**config.mk**
```make
export PLATFORM = sky130hd
export DESIGN_NAME = muldiv_unit
export DESIGN_NICKNAME = d
export VERILOG_FILES = /design/src/rtl/muldiv_unit.sv
export SDC_FILE = /design/constraint.sdc
export NUM_CORES = 1
export LEC_CHECK = 0
export BUFFER_PORTS_ARGS = -buffer_cell sky130_fd_sc_hd__clkbuf_2
export CAP_MARGIN = 10
export CORE_MARGIN = 2
export CORE_UTILIZATION = 40
export DETAILED_ROUTE_END_ITERATION = 7
export PLACE_DENSITY = 0.68
export SLEW_MARGIN = 20
export SYNTH_ARGS = -nofsm -noshare
export SYNTH_HDL_FRONTEND = slang
export SYNTH_SLANG_ARGS = --single-unit
export TNS_END_PERCENT = 50
```
**constraint.sdc**
```tcl
create_clock -name CLK -period 3.45 [get_ports CLK]
set_clock_uncertainty 0.1 [all_clocks]
set_input_delay 0.1725 -clock CLK [delete_from_list [all_inputs] [get_ports CLK]]
set_output_delay 0.1725 -clock CLK [all_outputs]
set_load 0.03 [all_outputs]
```
**src/rtl/muldiv_unit.sv**
```systemverilog
// Multi-cycle MULT/MULTU/DIV/DIVU unit with HI/LO result registers.
// Shift-add multiply and restoring divide, one iteration per clock, on
// operand magnitudes; signs are restored in a single FIX cycle.
module muldiv_unit #(
   parameter int WIDTH = 32,
   parameter int CNTW  = 5
) (
   input  logic             CLK,
   input  logic             RST,
   input  logic             start,
   input  logic [1:0]       op,
   input  logic [WIDTH-1:0] portA,
   input  logic [WIDTH-1:0] portB,
   input  logic             hi_we,
   input  logic             lo_we,
   input  logic [WIDTH-1:0] wdata,
   output logic             busy,
   output logic             done,
   output logic             divzero,
   output logic [WIDTH-1:0] hi,
   output logic [WIDTH-1:0] lo
);

   typedef enum logic [1:0] {S_IDLE, S_RUN, S_FIX, S_DONE} state_t;

   state_t             state_reg, state_next;
   logic [CNTW-1:0]    cnt_reg;
   logic               is_div_reg;
   logic               neg_res_reg;   // negate product (MUL) or quotient (DIV)
   logic               neg_rem_reg;   // remainder takes the dividend's sign
   logic [WIDTH-1:0]   opnd_reg;      // multiplicand or divisor magnitude
   logic [2*WIDTH-1:0] acc_reg;       // {hi,lo} product or {rem,quot}
   logic [WIDTH-1:0]   hi_reg, lo_reg;
   logic               divzero_reg;

   // Operand decode at the accept point
   logic               accept, signed_op, div_op, a_neg, b_neg, dz;
   logic [WIDTH-1:0]   a_mag, b_mag;

   // Decode the incoming request and take operand magnitudes
   always_comb begin
      accept    = start && (state_reg == S_IDLE || state_reg == S_DONE);
      signed_op = ~op[0];
      div_op    = op[1];
      a_neg     = signed_op & portA[WIDTH-1];
      b_neg     = signed_op & portB[WIDTH-1];
      a_mag     = a_neg ? ('0 - portA) : portA;
      b_mag     = b_neg ? ('0 - portB) : portB;
      dz        = div_op && (portB == '0);
   end

   // Next-state logic and status outputs
   always_comb begin
      state_next = state_reg;
      busy       = 1'b0;
      done       = 1'b0;
      case (state_reg)
         S_IDLE: begin
            if (accept) state_next = dz ? S_DONE : S_RUN;
         end
         S_RUN: begin
            busy = 1'b1;
            if (cnt_reg == CNTW'(WIDTH-1)) state_next = S_FIX;
         end
         S_FIX: begin
            busy       = 1'b1;
            state_next = S_DONE;
         end
         S_DONE: begin
            done = 1'b1;
            if (accept) state_next = dz ? S_DONE : S_RUN;
            else        state_next = S_IDLE;
         end
         default: state_next = S_IDLE;
      endcase
   end

   // One iteration of shift-add multiply or restoring divide
   logic [WIDTH:0]     mul_sum;
   logic [2*WIDTH-1:0] mul_next;
   logic [2*WIDTH-1:0] div_shift;
   logic [WIDTH:0]     div_trial;
   logic [2*WIDTH-1:0] div_next;
   logic [2*WIDTH-1:0] acc_next;

   always_comb begin
      mul_sum   = {1'b0, acc_reg[2*WIDTH-1:WIDTH]} + {1'b0, opnd_reg};
      mul_next  = acc_reg[0] ? {mul_sum, acc_reg[WIDTH-1:1]}
                             : {1'b0, acc_reg[2*WIDTH-1:1]};
      div_shift = {acc_reg[2*WIDTH-2:0], 1'b0};
      // Bit shifted out of rem is kept so the trial compare stays exact
      div_trial = {acc_reg[2*WIDTH-1], div_shift[2*WIDTH-1:WIDTH]} - {1'b0, opnd_reg};
      div_next  = div_trial[WIDTH] ? div_shift
                                   : {div_trial[WIDTH-1:0], div_shift[WIDTH-1:1], 1'b1};
      acc_next  = is_div_reg ? div_next : mul_next;
   end

   // Sign restoration applied in FIX
   logic [2*WIDTH-1:0] prod_fix;
   logic [WIDTH-1:0]   quot_fix, rem_fix;

   always_comb begin
      prod_fix = neg_res_reg ? ('0 - acc_reg) : acc_reg;
      quot_fix = neg_res_reg ? ('0 - acc_reg[WIDTH-1:0]) : acc_reg[WIDTH-1:0];
      rem_fix  = neg_rem_reg ? ('0 - acc_reg[2*WIDTH-1:WIDTH]) : acc_reg[2*WIDTH-1:WIDTH];
   end

   // State register, work registers and HI/LO updates
   always_ff @(posedge CLK) begin
      if (RST) begin
         state_reg   <= S_IDLE;
         cnt_reg     <= '0;
         is_div_reg  <= 1'b0;
         neg_res_reg <= 1'b0;
         neg_rem_reg <= 1'b0;
         opnd_reg    <= '0;
         acc_reg     <= '0;
         hi_reg      <= '0;
         lo_reg      <= '0;
         divzero_reg <= 1'b0;
      end else begin
         state_reg <= state_next;
         if (accept) begin
            cnt_reg     <= '0;
            is_div_reg  <= div_op;
            divzero_reg <= dz;
            neg_res_reg <= a_neg ^ b_neg;
            neg_rem_reg <= div_op & a_neg;
            opnd_reg    <= div_op ? b_mag : a_mag;
            acc_reg     <= div_op ? {{WIDTH{1'b0}}, a_mag} : {{WIDTH{1'b0}}, b_mag};
         end else if (state_reg == S_RUN) begin
            cnt_reg <= cnt_reg + 1'b1;
            acc_reg <= acc_next;
         end
         if (state_reg == S_FIX) begin
            if (is_div_reg) begin
               hi_reg <= rem_fix;
               lo_reg <= quot_fix;
            end else begin
               hi_reg <= prod_fix[2*WIDTH-1:WIDTH];
               lo_reg <= prod_fix[WIDTH-1:0];
            end
         end
         // MTHI/MTLO only while not busy; FIX never coincides with this
         if (!busy && hi_we) hi_reg <= wdata;
         if (!busy && lo_we) lo_reg <= wdata;
      end
   end

   assign hi      = hi_reg;
   assign lo      = lo_reg;
   assign divzero = divzero_reg;

endmodule
```
# Yosys cells after proc, flatten, opt, wreduce, memory -nomap -nowiden
# Cells that the tools add are included.
[totals]
input_bits = 103
output_inout_bits = 67
elab_cells = 68
regBits = 171
[op_classes]
n_mux = 25
n_reduce_logical = 14
add_sub_neg = 8
bitwise = 5
n_eq_ne = 6
[ops]
columns = ["cell", "count"]
rows = [
  ["32-bit two-way mux", 12],
  ["64-bit two-way mux", 6],
  ["1-bit by 32-bit subtractor with 32-bit output (first input constant)", 4],
  ["1-bit by 64-bit subtractor with 64-bit output (first input constant)", 1],
  ["32-bit by 32-bit adder with 33-bit output", 1],
  ["33-bit by 32-bit subtractor with 33-bit output", 1],
  ["32-bit zero test", 1],
  ["2-bit two-way mux", 4],
  ["2-bit case mux with 4 select lines", 1],
  ["2-bit nonzero test", 3],
  ["5-bit by 1-bit adder with 5-bit output (second input constant)", 1],
  ["5-bit == test (second input constant)", 1],
  ["2-bit == test (second input constant)", 2],
  ["1-bit logical AND", 4],
  ["2-bit inequality test (second input constant)", 2],
  ["2-bit OR reduction", 2],
  ["1-bit AND", 3],
  ["2-bit by 1-bit == test with 1-bit output (second input constant)", 1],
  ["2-bit zero test", 1],
  ["1-bit two-way mux", 2],
  ["2-bit AND reduction", 1],
  ["1-bit zero test", 1],
  ["1-bit logical OR", 1],
  ["1-bit inverter", 1],
  ["1-bit bitwise XOR", 1],
]

# Logic depth before layout (Yosys ltp)
# Gate-level depths: netlist of the first run.
[logic_depth]
word_depth = 6
ltp_mapped = 13
ltp_nobuf = 11

# Least setup slack after synthesis of the first run
# No wires, ideal clock.
[synth_timing]
path_type = "flip-flop to flip-flop"
from = "reg acc_reg[33]"
to = "reg acc_reg[57]"
path_slack_ns = 0.146
required_time_ns = 3.233
n_path_buf = 1
stages_incl_launch_ff = 12
period_less_slack_ns = 3.304
setup_time_ns = 0.117
t_arrival_ns = 3.086
cell_sequence = "dfxtp_1 clkbuf_1 inv_1 fa_1 nand2b_1 a21oi_1 o211ai_1 a2111oi_0 o211a_1 o21ai_0 a311o_1 a32o_1"
[synth_via]
elab_chain_cells = 5
word_cells_on_any_way = 7
cone_classes = "2 x add/sub; 5 x mux"
[synth_rtl]
columns = ["item", "line_no", "rtl"]
rows = [
  ["start: declaration", "32", "logic [2*WIDTH-1:0] acc_reg;"],
  ["start signal: assignment", "130", "acc_reg <= div_op ? {{WIDTH{1'b0}}, a_mag} : {{WIDTH{1'b0}}, b_mag};"],
  ["start signal: assignment", "133", "acc_reg <= acc_next;"],
  ["33-bit by 32-bit subtractor with 33-bit output / 32-bit by 32-bit adder with 33-bit output (equally long branches)", "92, 87", ""],
  ["64-bit two-way mux, on equally long branches", "93, 88", ""],
  ["64-bit two-way mux *", "95", "acc_next = is_div_reg ? div_next : mul_next;"],
  ["64-bit two-way mux *", "131", "end else if (state_reg == S_RUN) begin"],
  ["64-bit two-way mux *", "123", "if (accept) begin"],
]
# Every way passes the cells marked *; elsewhere a longest branch is shown, timed or not. The select of a mux whose other input is x is not followed.
# A chain may end at the register's enable or synchronous reset.

# Worst setup path in the final report of the first run
[layout_timing]
from = "reg opnd_reg[5]"
to = "reg acc_reg[57]"
[layout_via]
elab_chain_cells = 5
word_cells_on_any_way = 7
cone_classes = "2 x add/sub; 5 x mux"
[layout_rtl]
columns = ["item", "line_no", "rtl"]
rows = [
  ["start: declaration", "31", "logic [WIDTH-1:0] opnd_reg;"],
  ["start signal: assignment", "129", "opnd_reg <= div_op ? b_mag : a_mag;"],
  ["33-bit by 32-bit subtractor with 33-bit output / 32-bit by 32-bit adder with 33-bit output (equally long branches)", "92, 87", ""],
  ["64-bit two-way mux, on equally long branches", "93, 88", ""],
  ["64-bit two-way mux *", "95", ""],
  ["64-bit two-way mux *", "131", ""],
  ["64-bit two-way mux *", "123", ""],
]
# Marked as above.

==> out/results.ini, run 1 <==
[run_status]
status = finished clean

[global_route]
track_usage_pct = 30.9
grt_pass1_wl_mm = 98.6
antenna_found_initial = 0
grt_pass1_vias = 16900
grt_max_degree = 83
gr-total-overflow = 0

[route]
wl_per_cell_um = 22.1
drcViolationCount = 0
detail_route.first_pass.iterations = 5
via_count = 18000
drt-initial-drc-count = 2229
wl_mm = 64.5
vias_per_cell = 6.18
ant_nets = 0

[floorplanning]
start_util_pct = 40.6
die_h_um = 202
fp.dieW_um = 202
dieArea_um2 = 40800
core_area_um2 = 38600
rows = 72
io_pins = 170

[cells_and_area]
syn_to_final_growth_pct = 19.3
diodes = 0
layout_commonest_cell = nor2_1
fin_area_um2 = 18700
final_layout_size_suffix_gt1_share_pct = 17.2
largest_reg_flops = 64
fin_nets = 2565
final_cell_mix = 230 x nor2_1, 224 x a21oi_1, 189 x nand2_1

[placed_design]
place_area_um2 = 17700
place_congestion = 1.04
dp_hpwl_mm = 50.0
dp_slack_ns = -0.0166
io_buffers = 169

[timing]
hold_viol = 0
rsz0062_at_grt = yes
period_needed_ns = 3.42
finalSetupViolCount = 0
drv_slew = 0
final.setup.worst_slack_ns = 0.0278
fmax_mhz = 292
relSlewSlack_pct = 34.2
fin_crit_sh_pct = 99.2
worst_slew_pin_slew_ns = 0.980

[critical_path]
cp_max_fo = 4
critical_path.reg2reg.endpoint = acc_reg[57]
crit_type = flip-flop to flip-flop
cp-endpoint = acc_reg[57]
worstPathRequired_ns = 3.71
r2r_setup_slack_ns = 0.03
critPathCaptureType = flip-flop
cp_data_arrival_time_ns = 3.68
reg2reg_depth = 11
worstSetupStartpoint = opnd_reg[5]
reg2reg_from = opnd_reg[5]
critPathLaunchType = flip-flop

[worst_hold_path]
hold_class = input port to flip-flop

[clock_network]
cts.htree.levels = 4
insertion_delay_ns = 0.48
cts_buffers = 17
clockBufferDepth = 2
cts_tree = yes
clockRootBuffer = clkbuf_16
cts.sinks = 171
clkTransAtPathRegs_ns = 0.08
post_cts_buffers = 0

[power_and_ir_drop]
p_int_mw = 5.45
switchingPower_mw = 5.19
p_clk_share_pct = 18.9
swShare_pct = 48.8
combPwrFrac_pct = 55.8
p_per_area_nw_per_um2 = 568
power_frac_seq_pct = 25.2
power_leakage_nw = 7.67
ir_drop_uv = 756

[synth]
synthCells = 2190
yosys-top-cells-area = dfxtp_1 22%, a21oi_1 7.2%, ha_1 5.9%, xnor2_1 5.5%, nor2_1 5.5%
ys.flop_type = dfxtp_1
synth_largest_area_cell = dfxtp_1
synthArstFlopShare_pct = 0
synthDistinctLibCells = 78
seq_area_frac_synth_pct = 21.8
synth_edf_count = 0
yosys_warnings = 0
synth.cell_area_um2 = 15700
yosysTopAreaCellShare_pct = 21.8
avgSynthCellArea_um2 = 7.16
synth_fp_nets = 2369
synth_seq_cells = 171

[flow_run]
drv_cap = 0

## routing by layer
layer	vias to the layer above	track usage [%]	wire, um
met2	904	49.8	29000
li1	8436	-	-
met5	-	0	0
met4	0	14.9	3300
met3	195	5.10	5710
met1	8506	40.1	26400
## worst min path at each step
stage	start	end	slack, ns	cells past startpoint
3_5_place_dp	wdata[0]	hi[0]	0.33	3
5_1_grt	portB[30]	opnd_reg[30]	0.06	4
3_3_place_gp	wdata[0]	hi[0]	0.32	3
4_1_cts	portB[30]	opnd_reg[30]	0.02	4
6_report	portB[30]	opnd_reg[30]	0.03	4
2_1_floorplan	wdata[5]	hi[5]	0.21	2
## worst max-delay path, cell delays in order, from the launching register on
cell	delay [ns]
dfxtp_1	0.34
ha_1	0.32
a21o_1	0.20
or3_1	0.36
o211ai_1	0.44
a2111oi_2	0.14
buf_4	0.17
o211a_1	0.22
buf_4	0.14
or3_1	0.33
a311o_1	0.32
a32o_1	0.24
## synthesized netlist by cell type (all sizes together) (20+ instances only)
library cell and n:
nor2 230, a21oi 226, nand2 190, dfxtp 171
clkbuf 148, o21ai 141, xnor2 99, a211oi 85
inv 76, ha 74, mux2i 60, o211ai 60
nor3 59, xor2 57, nand3 47, a31oi 41
o31ai 26, buf 25, a21o 24, and3 21
nand4 20, or3 20, or4 20
## area by class of cell
type                            instances  area, um^2
Clock inverter                         15         174
Timing Repair Buffer                  350        2330
Fill cell                            3787       19900
Tap cell                              518         648
Sequential cell                       171        3430
Clock buffer                           17         425
Inverter                               77         289
Multi-Input combinational cell       1769       11400
## kinds of logic (layout without fill, tap and decap cells)
logic type                 after synthesis  after routing  share of synthesized area [%]
xor gates and xnor gates               156            156                           8.72
buffers and inverters                  250            459                           6.10
and+or+nand+nor                        726            726                           22.3
DFF                                    171            171                           21.8
AOI/OAI and AO/OA                      743            743                           30.5
muxes                                   68             68                           4.41
adders and majority gates               76             76                           6.16
## what timing repair did
item,CTS,global route
pin swaps,0,0
endpoints found under the hold margin,63,0
setup endpoints to repair,2,30
resized for setup,2,22
hold buffers,35,0
cloned,0,0
## stage by stage
| step | power [mW] | instances | TNS [ns] | hold WS, ns | util (%) |
|---|---|---|---|---|---|
| 6_report | 10.6 | 2917 | 0 | 0.0309 | 48.4 |
| 5_1_grt | 11.2 | 2917 | -0.0845 | 0.0623 | 48.4 |
| 4_1_cts | 10.4 | 2917 | 0 | 0.0169 | 48.2 |
| 3_5_place_dp | 8.37 | 2850 | -0.0166 | 0.333 | 45.7 |
| 3_3_place_gp | 8.31 | 2850 | -0.0473 | 0.324 | 45.7 |
| 2_1_floorplan | 6.41 | 2190 | 0 | 0.208 | - |
## power by group through the flow
stage               combinational (mW)  sequential (mW)  clock (mW)
global placement                  5.60             2.70           0
detailed placement                5.66             2.71           0
finish                            5.94             2.68        2.02
global route                      6.39             2.72        2.09
floorplan                         3.61             2.80           0
CTS                               5.73             2.67        2.01
Power figures use the tool's default switching activity.
==> run 2, diff against run 1 <==
- clock period: 3.45 -> 2.85 ns (I/O delays scaled with it)
==> run 2 against run 1 <==
  * The run now ends with negative setup slack left
  * Sequential power up 18%
  * Register-to-register slack lost 0.24 ns
  * Utilization is 8.4 points higher
  * Critical path depth down 1
  * Worst hold slack gained 0.022 ns
  * Maximum frequency rose by 12%
  * Count of clock-buffer cells in the layout rose by 1
  * Final cell count increased by 8.2%
  * Power up 43%
  * Sequential cell count unchanged
  * Global-route usage rose by 1.6 points
==> out/results.ini, run 2 (synthesis results as in run 1) <==
[run_status]
status = finished, violations left  ; was finished clean
violations = negative setup slack

[timing]
final.setup.worst_slack_ns = -0.212  ; was 0.0278 ns
rsz0062_at_grt = yes  ; unchanged
hold_viol = 0  ; unchanged
holdWs_ns = 0.0528  ; was 0.0309 ns
drv_slew = 0  ; unchanged
worst_slew_pin_slew_ns = 0.894  ; was 0.980 ns
relSlewSlack_pct = 40.4  ; was 34.2%
finalSetupViolCount = 23  ; was 0
fin_crit_sh_pct = 107  ; was 99.2%
fmax_mhz = 327  ; was 292 MHz
period_needed_ns = 3.06  ; was 3.42 ns

[route]
wl_per_cell_um = 22.0  ; was 22.1 um
via_count = 19200  ; was 18,000
drt-initial-drc-count = 2046  ; was 2,229
ant_nets = 0  ; unchanged
detail_route.first_pass.iterations = 6  ; was 5
vias_per_cell = 6.09  ; was 6.18
drcViolationCount = 0  ; unchanged
wl_mm = 69.3  ; was 64.5 mm

[global_route]
grt_pass1_vias = 17800  ; was 16,900
gr-total-overflow = 0  ; unchanged
grt_pass1_wl_mm = 103  ; was 98.6 mm
antenna_found_initial = 0  ; unchanged
track_usage_pct = 32.5  ; was 30.9%
grt_max_degree = 84  ; was 83

[critical_path]
critPathCaptureType = flip-flop  ; unchanged
reg2reg_from = opnd_reg[9]  ; was opnd_reg[5]
cp_max_fo = 4  ; unchanged
worstPathRequired_ns = 3.11  ; was 3.71 ns
cp_data_arrival_time_ns = 3.32  ; was 3.68 ns
cpMaxStageDelayCell = dfxtp_2  ; was o211ai_1
critPathLaunchType = flip-flop  ; unchanged
crit_type = flip-flop to flip-flop  ; unchanged
crit_family = compound AO/OA/AOI/OAI gates  ; unchanged
cp_num_buf_inv = 1  ; was 2
worstSetupStartpoint = opnd_reg[9]  ; was opnd_reg[5]
crit_chain = inv_2 -> ha_4 -> nand4_1 -> or3_1 -> a211o_1 -> a311o_1 -> a211oi_2 -> o21ai_1 -> a221o_1 -> a32o_1  ; was ha_1 -> a21o_1 -> or3_1 -> o211ai_1 -> a2111oi_2 -> buf_4 -> o211a_1 -> buf_4 -> or3_1 -> a311o_1 -> a32o_1
slowest_delay_ns = 0.37  ; was 0.44 ns

[worst_hold_path]
hold_class = input port to flip-flop  ; unchanged
hold_path_startpoint = hi_we  ; was portB[30]

[floorplanning]
core_area_um2 = 38600  ; unchanged
fp.dieW_um = 202  ; unchanged
die_h_um = 202  ; unchanged
io_pins = 170  ; unchanged
dieArea_um2 = 40800  ; unchanged
start_util_pct = 40.6  ; unchanged
rows = 72  ; unchanged

[cells_and_area]
layout_commonest_cell = buf_4  ; was nor2_1
multi_input_area_um2 = 12600  ; was 11,400 um^2
final_cell_mix = 348 x buf_4, 225 x nor2_1, 214 x a21oi_1  ; was 230 x nor2_1, 224 x a21oi_1, 189 x nand2_1
syn_to_final_growth_pct = 40.1  ; was 19.3%
fin_nets = 2805  ; was 2,565
diodes = 0  ; unchanged
fillerInstances = 3598  ; was 3,787
final_layout_size_suffix_gt1_share_pct = 31.6  ; was 17.2%
regArea_um2 = 3490  ; was 3430 um^2
final_cells = 3157  ; was 2,917
largest_reg_flops = 64  ; unchanged

[clock_network]
clkTransAtPathRegs_ns = 0.08  ; about the same
cts_buffers = 17  ; unchanged
insertion_delay_ns = 0.46  ; was 0.48 ns
cts.sinks = 171  ; unchanged
clockRootBuffer = clkbuf_16  ; unchanged
clockBufferDepth = 2  ; unchanged
cts.htree.levels = 4  ; unchanged
cts_tree = yes  ; unchanged

[placed_design]
place_congestion = 1.00  ; was 1.04
dp_hpwl_mm = 52.9  ; was 50.0 mm
io_buffers = 169  ; unchanged
dp.cells = 3061  ; was 2,850

[power_and_ir_drop]
ir_drop_uv = 556  ; was 756 uV
power_leakage_nw = 9.15  ; was 7.67 nW
p_per_area_nw_per_um2 = 691  ; was 568 nW/um^2

[flow_run]
drv_cap = 0  ; unchanged

## run 2: cell type report
cell class | count | area share [%]
Timing Repair Buffer | 590 | 20.0
Sequential cell | 171 | 15.9
Clock buffer | 18 | 1.95
Clock inverter | 14 | 0.695
Tap cell | 518 | 2.95
Multi-Input combinational cell | 1769 | 57.2
Inverter | 77 | 1.35
## run 2: power breakdown
group | internal [mW] | switching, mW
combinational | 4.12 | 5.51
clock | 1.25 | 1.16
sequential | 2.80 | 0.355
total | 8.16 | 7.03
## run 2: worst paths after layout
path | to | slack [ns] | depth (start not counted)
worst max-delay path | acc_reg[55] | -0.21 | 10
worst min-delay path | hi[5] | 0.05 | 4
worst max register to register | acc_reg[55] | -0.21 | 10
worst min register to register | opnd_reg[2] | 0.37 | 2
## run 2: timing repair
item / 4_1_cts / 5_1_grt
gates cloned: 2 / 0
hold buffers: 34 / 0
pin swaps: 48 / 71
gates resized for setup: 105 / 183
endpoints found under the hold margin: 59 / 0
setup buffers: 11 / 18
endpoints found under the setup margin: 42 / 57
## run 2: stage by stage
stage               TNS, ns  setup slack [ns]  utilization [%]  total power [mW]  cell area (um^2)
CTS                  -0.515            -0.164             54.4              14.1             21000
floorplan            -0.112           -0.0618                -              7.86             15800
finish                -1.47            -0.212             56.8              15.2             22000
detailed placement    -7.27            -0.349             50.4              11.2             19500
global route          -3.86            -0.268             56.8              15.9             22000
global placement      -6.45            -0.332             50.4              11.1             19500
## run 2: worst min-delay path, stage by stage
cell and delay [ns]:
clkbuf_2 0.10, nor2b_2 0.20, nand2_1 0.08, a21oi_1 0.05
## run 2: metal layers
layer  vias up  wire length (um)  global-route usage (%)
met4         0              3150                    14.1
met2       989             29800                    49.3
met1      9154             30300                    45.5
met5         -                 0                       0
met3       164              5990                    4.82
li1       8913                 -                       -
